`src/rtl/gf_symbol_engine.sv`:
```
// gf_symbol_engine
//   GF(2^m) symbol/index engine. After reset it generates its own antilog and
//   log tables by stepping an LFSR built from PRIM_POLY (one entry per cycle),
//   then serves pipelined field operations with valid/ready handshakes.
//
//   Encoding: index 0 is the zero element, index i (1..Q) is alpha^(i-1),
//   Q = 2^m-1. Symbols are MSB-first: bit[m-1] is the alpha^0 coefficient.
//
// Ports
//   clk        rising-edge clock
//   rst_n      asynchronous active-low reset
//   init_done  tables valid, engine accepting requests
//   req_valid  request present
//   req_ready  request accepted when req_valid && req_ready
//   req_op     0 IDX2SYM, 1 SYM2IDX, 2 MUL, 3 INV
//   req_a      operand A (index for IDX2SYM, symbol otherwise)
//   req_b      operand B (symbol, MUL only)
//   rsp_valid  response present
//   rsp_ready  response consumed when rsp_valid && rsp_ready
//   rsp_data   result
//   rsp_err    set only for INV of zero
module gf_symbol_engine #(
    parameter int unsigned               SYMBOL_WIDTH = 4,
    parameter logic [SYMBOL_WIDTH:0]     PRIM_POLY    = 5'b10011
) (
    input  logic                    clk,
    input  logic                    rst_n,
    output logic                    init_done,
    input  logic                    req_valid,
    output logic                    req_ready,
    input  logic [1:0]              req_op,
    input  logic [SYMBOL_WIDTH-1:0] req_a,
    input  logic [SYMBOL_WIDTH-1:0] req_b,
    output logic                    rsp_valid,
    input  logic                    rsp_ready,
    output logic [SYMBOL_WIDTH-1:0] rsp_data,
    output logic                    rsp_err
);

    localparam int unsigned M     = SYMBOL_WIDTH;
    localparam int unsigned DEPTH = 1 << M;
    localparam logic [M-1:0] QM     = '1;
    localparam logic [M:0]   QX     = {1'b0, QM};
    localparam logic [M-1:0] ALPHA0 = {1'b1, {(M-1){1'b0}}};

    // Feedback taps in MSB-first order: coefficient of x^k lands on bit m-1-k.
    function automatic logic [M-1:0] reduce_mask();
        logic [M-1:0] r;
        r = '0;
        for (int unsigned k = 0; k < M; k++) begin
            r[M-1-k] = PRIM_POLY[k];
        end
        return r;
    endfunction

    localparam logic [M-1:0] RMASK = reduce_mask();

    typedef enum logic { ST_INIT, ST_READY } state_t;
    typedef enum logic [1:0] { OP_IDX2SYM, OP_SYM2IDX, OP_MUL, OP_INV } op_t;

    state_t       state;
    logic [M-1:0] lfsr;
    logic [M-1:0] ecnt;
    logic         wr_en;

    logic [M-1:0] antilog_mem [DEPTH];
    logic [M-1:0] log_mem     [DEPTH];

    // ---------------- table generation ----------------
    // ecnt runs 0..Q: entries are written for 0..Q-1, the ecnt==Q cycle
    // is the handover to READY so init_done rises on edge Q+1.
    assign wr_en = (state == ST_INIT) && (ecnt != QM);

    always_ff @(posedge clk) begin
        if (wr_en) begin
            antilog_mem[ecnt] <= lfsr;
            log_mem[lfsr]     <= ecnt + 1'b1;
        end
    end

    always_ff @(posedge clk or negedge rst_n) begin
        if (!rst_n) begin
            state     <= ST_INIT;
            lfsr      <= ALPHA0;
            ecnt      <= '0;
            init_done <= 1'b0;
        end else begin
            case (state)
                ST_INIT: begin
                    if (ecnt == QM) begin
                        state     <= ST_READY;
                        init_done <= 1'b1;
                    end else begin
                        // multiply by alpha: shift toward higher powers, fold alpha^m back
                        lfsr <= {1'b0, lfsr[M-1:1]} ^ (lfsr[0] ? RMASK : '0);
                        ecnt <= ecnt + 1'b1;
                    end
                end
                ST_READY: ;
                default: state <= ST_INIT;
            endcase
        end
    end

    // ---------------- request pipeline ----------------
    logic stall, accept;
    assign stall     = rsp_valid && !rsp_ready;
    assign req_ready = init_done && !stall;
    assign accept    = req_valid && req_ready;

    logic         s1_valid;
    op_t          s1_op;
    logic [M-1:0] s1_a, s1_b;

    logic [M-1:0] la, lb, ea, eb;
    logic [M:0]   sum;
    logic         c1_zero, c1_err, c1_direct;
    logic [M-1:0] c1_val, c1_exp;

    // Stage 1: log lookups and exponent arithmetic
    always_comb begin
        la        = log_mem[s1_a];
        lb        = log_mem[s1_b];
        ea        = la - 1'b1;
        eb        = lb - 1'b1;
        sum       = {1'b0, ea} + {1'b0, eb};
        c1_zero   = 1'b0;
        c1_err    = 1'b0;
        c1_direct = 1'b0;
        c1_val    = '0;
        c1_exp    = '0;
        case (s1_op)
            OP_IDX2SYM: begin
                if (s1_a == '0) c1_zero = 1'b1;
                else            c1_exp  = s1_a - 1'b1;
            end
            OP_SYM2IDX: begin
                c1_direct = 1'b1;
                c1_val    = (s1_a == '0) ? '0 : la;
            end
            OP_MUL: begin
                // modular reduction done in m bits: (s - Q) mod 2^m is exact for s in [Q, 2Q-2]
                if (s1_a == '0 || s1_b == '0) c1_zero = 1'b1;
                else c1_exp = sum[M-1:0] - ((sum >= QX) ? QM : '0);
            end
            OP_INV: begin
                if (s1_a == '0) begin
                    c1_zero = 1'b1;
                    c1_err  = 1'b1;
                end else begin
                    c1_exp = (ea == '0) ? '0 : (QM - ea);
                end
            end
            default: ;
        endcase
    end

    logic         s2_valid, s2_zero, s2_err, s2_direct;
    logic [M-1:0] s2_val, s2_exp;
    logic [M-1:0] c2_data;

    // Stage 2: antilog lookup and zero fix-up
    always_comb begin
        c2_data = '0;
        if (!s2_zero) c2_data = s2_direct ? s2_val : antilog_mem[s2_exp];
    end

    always_ff @(posedge clk or negedge rst_n) begin
        if (!rst_n) begin
            s1_valid  <= 1'b0;
            s1_op     <= OP_IDX2SYM;
            s1_a      <= '0;
            s1_b      <= '0;
            s2_valid  <= 1'b0;
            s2_zero   <= 1'b0;
            s2_err    <= 1'b0;
            s2_direct <= 1'b0;
            s2_val    <= '0;
            s2_exp    <= '0;
            rsp_valid <= 1'b0;
            rsp_data  <= '0;
            rsp_err   <= 1'b0;
        end else if (!stall) begin
            s1_valid <= accept;
            if (accept) begin
                s1_op <= op_t'(req_op);
                s1_a  <= req_a;
                s1_b  <= req_b;
            end
            s2_valid  <= s1_valid;
            s2_zero   <= c1_zero;
            s2_err    <= c1_err;
            s2_direct <= c1_direct;
            s2_val    <= c1_val;
            s2_exp    <= c1_exp;
            rsp_valid <= s2_valid;
            if (s2_valid) begin
                rsp_data <= c2_data;
                rsp_err  <= s2_err;
            end
        end
    end

endmodule

```
`config.mk`:
```
export PLATFORM = sky130hd
export DESIGN_NAME = gf_symbol_engine
export DESIGN_NICKNAME = d
export VERILOG_FILES = /design/src/rtl/gf_symbol_engine.sv
export SDC_FILE = /design/constraint.sdc
export NUM_CORES = 1
export LEC_CHECK = 0
export BUFFER_PORTS_ARGS = -buffer_cell sky130_fd_sc_hd__buf_2
export CAP_MARGIN = 40
export CORE_AREA = 3 3 117 119
export CTS_CLUSTER_DIAMETER = 60
export DETAILED_ROUTE_END_ITERATION = 12
export DIE_AREA = 0 0 120 122
export PLACE_DENSITY = 0.82
export RECOVER_POWER = 25
export SLEW_MARGIN = 40
export SYNTH_ARGS = -nofsm -noshare
export SYNTH_HDL_FRONTEND = slang
export SYNTH_SLANG_ARGS = --single-unit
```
`constraint.sdc`:
```
create_clock -name clk -period 6.5 [get_ports clk]
set_clock_uncertainty 0.2 [all_clocks]
set_input_delay 0.975 -clock clk [delete_from_list [all_inputs] [get_ports clk]]
set_output_delay 0.975 -clock clk [all_outputs]
set_load 0.05 [all_outputs]
```
# Word-level counts from Yosys, hierarchy flattened
# Memories as Yosys holds them, arrays and structs flattened.
# Cells that the tools add are included.
# classes
add_sub_neg	7
n_mul	0
div_mod_pow	0
magnitude_cmp	1
eq_ne	5
shift	0
mux	20
bitwise	4
reduce_logical	16
# ops
op	count
$mux 4	10
$logic_not 4->1	3
$pmux 4 s3	1
$sub 4x1->4 const B	3
$mux 1	8
$reduce_and 2->1	4
$add 4x4->5	1
$ge 5x4->1 const B	1
$add 4x1->4 const B	1
$eq 2x2->1 const B	2
$eq 4x4->1 const B	1
$logic_and 1x1->1	4
$ne 4x4->1 const B	1
$sub 4x4->4	1
$sub 4x4->4 const A	1
$xor 3x4->4	1
$not 1->1	3
$eq 2x1->1 const B	1
$logic_not 1->1	2
$logic_not 2->1	1
$pmux 1 s2	1
$reduce_or 2->1	1
$logic_or 1x1->1	1
# word_totals
ff_bits	39
latchBits	0
mem_bits_rw	128
romBits	0
in_bits	14
out_inout_bits	8
elab_cells	72
memories	2
# mem_list
name	words	width	rd	rd_clocked_by_memory_dff	wr	line	rtl
antilog_mem	16	4	1	0	1	66	logic [M-1:0] antilog_mem [DEPTH];
log_mem	16	4	2	0	1	67	logic [M-1:0] log_mem [DEPTH];

# Longest topological paths before layout
# An unclocked memory read counts as a cell.
# logic_depth
depth_word	8
depth_mapped	20
ltp_nobuf	19

# Least setup slack after synthesis
# OpenSTA, ideal clock, no wires.
# synth_timing
kind	register to register
start	register s1_b[0]
end	register s2_exp[3]
setup_time_ns	0.135
t_arrival_ns	4.685
required_ns	6.165
setup_slack_ns	1.480
stages_incl_launch_ff	19
n_path_buf	2
period_less_slack_ns	5.020
cell_sequence	dfrtp_1 -> buf_6 -> buf_1 -> mux4_2 -> mux4_2 -> inv_1 -> ha_1 -> xor2_1 -> ha_1 -> a21oi_1 -> nand2b_1 -> mux2_4 -> and2_1 -> a21oi_1 -> ha_1 -> nor3_1 -> a211o_1 -> a2111oi_2 -> a211oi_2
# synth_between
elab_chain_cells	8
word_cells_on_any_way	10
cone_classes	add/sub (3); order compare (1); mux (3); reduce/logical (2); memory (1)
# synth_rtl
item	line	rtl
start, declared	113	logic [M-1:0] s1_a, s1_b;
start signal, assigned	188	s1_b <= req_b;
$mem_v2 16x4	-	
$sub 4x1->4	125	eb = lb - 1'b1;
$add 4x4->5	126	sum = {1'b0, ea} + {1'b0, eb};
$ge 5x4->1	144	else c1_exp = sum[M-1:0] - ((sum >= QX) ? QM : '0);
$mux 4	144	
$sub 4x4->4	144	
$mux 4 (*)	143	if (s1_a == '0 || s1_b == '0) c1_zero = 1'b1;
$pmux 4 s3 (*)	132	case (s1_op)
end signal, assigned	195	s2_exp <= c1_exp;
end, declared	159	logic [M-1:0] s2_val, s2_exp;
# Every way passes the cells marked *; elsewhere a longest branch is shown, timed or not.
# A chain may end at the register's enable or synchronous reset.

# Worst setup path in the final report
# layout_timing
start	register s1_a[2]
end	register s2_exp[3]
# layout_between
elab_chain_cells	8
word_cells_on_any_way	16
cone_classes	add/sub (5); order compare (1); mux (6); reduce/logical (3); memory (1)
# layout_rtl
item	line	rtl
start, declared	113	
start signal, assigned	187	s1_a <= req_a;
$mem_v2 16x4	-	
$sub 4x1->4	124	ea = la - 1'b1;
$add 4x4->5	126	
$ge 5x4->1	144	
$mux 4	144	
$sub 4x4->4	144	
$mux 4	143	
$pmux 4 s3 (*)	132	
# Marks and branches as above.

==> impl_metrics.yaml <==
synthesis:
  netlist_instances: 500
  netlist.area_leader.share: 0.490
  yosysSeqAreaShare: 0.615
  synth_compound_area_frac: 0.0383
  ys_top_cells_by_count: "edfxtp_1 (128), mux4_2 (50), nand2_1 (47)"
  synth.most_common_cell: "edfxtp_1"
  synth_warnings: 0
  ys.flop_type: "edfxtp_1"
  synth_top_area_cell: "edfxtp_1"
  synth_top_family_by_area: "multiplexers"
  synth_edf_count: 128
  synth_fa_ha_area_frac: 0.0354
  async_reset_ff_frac: 0.234
  syn-cell-area_um2: 7850
  synth.mux.area_fraction: 0.197
  avgSynthCellArea_um2: 15.7
  ys_ff_latch: 167
  synth_area_leaders: "edfxtp_1 (49%), mux4_2 (14%), dfrtp_1 (12%)"
  yosys.area_share.simple: 0.0766
  ys_types: 52
  synth-xor-area-share: 0.0142
clock_network:
  cts.clk_slew.worst_paths_ns: 0.06
  holdBufCountCts: 0
  htreeDepth: 4
  clock-sinks: 167
  postCtsSetupBuffers: 0
  max-clock-path-buffers: 2
  cts_tree: "done"
  root_buffer: "clkbuf_16"
  worstSkewPairLatency_ns: 0.43
  cts_buffers: 17
  cts_resized: 0
detailed_routing:
  routed_via_density: 6.17
  wl_per_cell_um: 21.7
  drc: 0
  vias: 4340
  postRouteAntennaNets: 0
  dr.pass1.iters: 7
  drt_wl_total_um: 15300
  drtIter0Drc: 490
power_and_ir_drop:
  leakage_nw: 2.94
  comb_power_share: 0.216
  p_per_area_nw_per_um2: 345
  peakVddDrop_uv: 265
  p_sw_uw: 915
  internal_power_mw: 2.08
  swShare: 0.306
  p_seq_frac: 0.450
  clkPwrFrac: 0.334
layout:
  final_nets: 553
  stdcell_count: 703
  syn2layout_area_growth_pct: 10.5
  layout-drive-gt1-share: 0.249
  diodes: 0
critical_path:
  slowest_delay_ns: 0.84
  reg2regPathDepth: 16
  crit_required_ns: 6.60
  path_delay_family: "multiplexers"
  path_class: "register to register"
  cp.arrival_ns: 5.24
  cp.depth: 16
  cp-end-kind: "register"
  crit_slowest_cell: "dfrtp_1"
  crit_path_cell_trace: "mux4_1 -> mux2i_1 -> mux2i_2 -> nor3b_2 -> xor2_1 -> inv_1 -> ha_1 -> nand2b_1 -> mux2_4 -> and2_1 -> a21oi_1 -> ha_1 -> nor3_1 -> a211o_1 -> a2111oi_2 -> a211oi_2"
  cp-start-kind: "register"
  cp_common_cell: "ha_1"
  critPathBufInv: 1
  crit_fanout: 18
sta:
  relSlewSlack: -0.472
  finalCriticalPeriod_ns: 5.14
  setup_viol: 0
  hold_viol_final: 0
  finalMaxSlewViolations: 40
  tightest_slew_ns: 2.21
  period_share: 0.790
  timing.fmax_mhz: 195
  rsz0062_at_grt: "no"
  setup_tns_ns: 0
worst_hold_path:
  hold_depth: 2
  hold_class: "register to register"
die:
  die_y_um: 122
  initial_core_util: 0.619
  rows: 41
  die-width_um: 120
  core_um2: 12700
  io-pin-count: 22
  die-area_um2: 14600
global_route:
  grt_max_degree: 40
  grt_use_total: 0.229
  first_global_vias: 4531
  overflow: 0
  antenna_found_initial: 0
  grt_pass1_wl_um: 24900
run_status:
  status: "finished with violations"
  violations: "max-capacitance violations, max-slew violations"
placed_design:
  numPortBuffers: 21
  dp_hpwl_um: 10800
  routabilityCongestion: 0.817
  dp_cells: 671
run:
  cap_violations: 1
-- worst paths after layout --
path | startpoint | endpoint | slack [ns]
max in group asynchronous | rst_n | s1_a[0]$_DFFE_PN0P_ | 3.68
min in group asynchronous | rst_n | rsp_data[3]$_DFFE_PN0P_ | 1.00
max reg2reg | s1_a[2]$_DFFE_PN0P_ | s2_exp[3]$_DFFE_PN0N_ | 1.36
min reg2reg | s2_zero$_DFFE_PN0N_ | s2_zero$_DFFE_PN0N_ | 0.28
min | s2_zero$_DFFE_PN0N_ | s2_zero$_DFFE_PN0N_ | 0.28
max | s1_a[2]$_DFFE_PN0P_ | s2_exp[3]$_DFFE_PN0N_ | 1.36
-- final cells by class --
| cell class | instances | area, um^2 |
|---|---|---|
| Clock inverter | 15 | 166 |
| Clock buffer | 17 | 425 |
| Multi-Input combinational cell | 293 | 2860 |
| Fill cell | 820 | 4000 |
| Tap cell | 172 | 215 |
| Inverter | 17 | 63.8 |
| Timing Repair Buffer | 22 | 111 |
| Sequential cell | 167 | 4820 |
-- routing by layer --
layer | track usage | wire length (um) | vias up
met5 | 0 | 0 | -
met4 | 0.0773 | 267 | 0
met3 | 0.0497 | 930 | 22
met2 | 0.375 | 7920 | 172
met1 | 0.309 | 6170 | 2201
li1 | - | - | 1945
-- per-stage QoR --
step,total power [mW],hold WS (ns),utilization,cell area [um^2],setup slack [ns]
global route,3.13,0.304,0.684,8670,0.976
CTS,3.01,0.285,0.684,8670,1.12
floorplan,1.87,0.241,-,7860,1.48
detailed placement,2.02,0.270,0.637,8080,1.15
global placement,1.98,0.267,0.636,8060,1.29
finish,2.99,0.281,0.684,8670,1.36
-- cell families after synthesis --
logic type,count (synthesis)
flops,167
simple gates,129
mux,81
compound gates,47
buf+inv,43
fa+ha+maj,21
xor+xnor,11
other cells,1
-- tightest hold or removal path: stages (launching register included) --
cell and delay, ns:
dfrtp_1 0.34, nand2_1 0.05, o31ai_1 0.06
-- cell usage in the layout, fill, tap and decap left out, types with 6 or more instances in the layout --
cell type | Yosys | routed
and2_1 | 6 | 6
mux4_2 | 50 | 50
o21ai_0 | 14 | 14
inv_6 | 0 | 6
a21oi_1 | 12 | 11
nand2b_1 | 10 | 10
nand3_1 | 8 | 8
edfxtp_1 | 128 | 128
clkbuf_16 | 0 | 17
dfrtp_1 | 38 | 35
mux2i_1 | 11 | 11
nor2_1 | 29 | 29
buf_2 | 3 | 20
ha_1 | 19 | 19
nand2_1 | 47 | 47
inv_1 | 16 | 16
nor3_1 | 12 | 12
mux2_2 | 13 | 13
-- power by group through the flow --
stage | registers (mW) | logic (mW) | clock network (mW)
after floorplan | 1.30 | 0.572 | 0
after global placement | 1.37 | 0.611 | 0
after detailed placement | 1.37 | 0.644 | 0
after CTS | 1.35 | 0.648 | 1.01
after global routing | 1.37 | 0.706 | 1.06
final | 1.35 | 0.648 | 0.999
-- state kept, by name, summed over array words and instances, names as in the netlist, 4 cells and up --
name / cells
lfsr: 4
ecnt: 4
antilog_mem: 64
s1_a: 4
rsp_data: 4
s2_exp: 4
log_mem: 64
s2_val: 4
s1_b: 4
No activity file was read; power rests on OpenSTA's default activity.
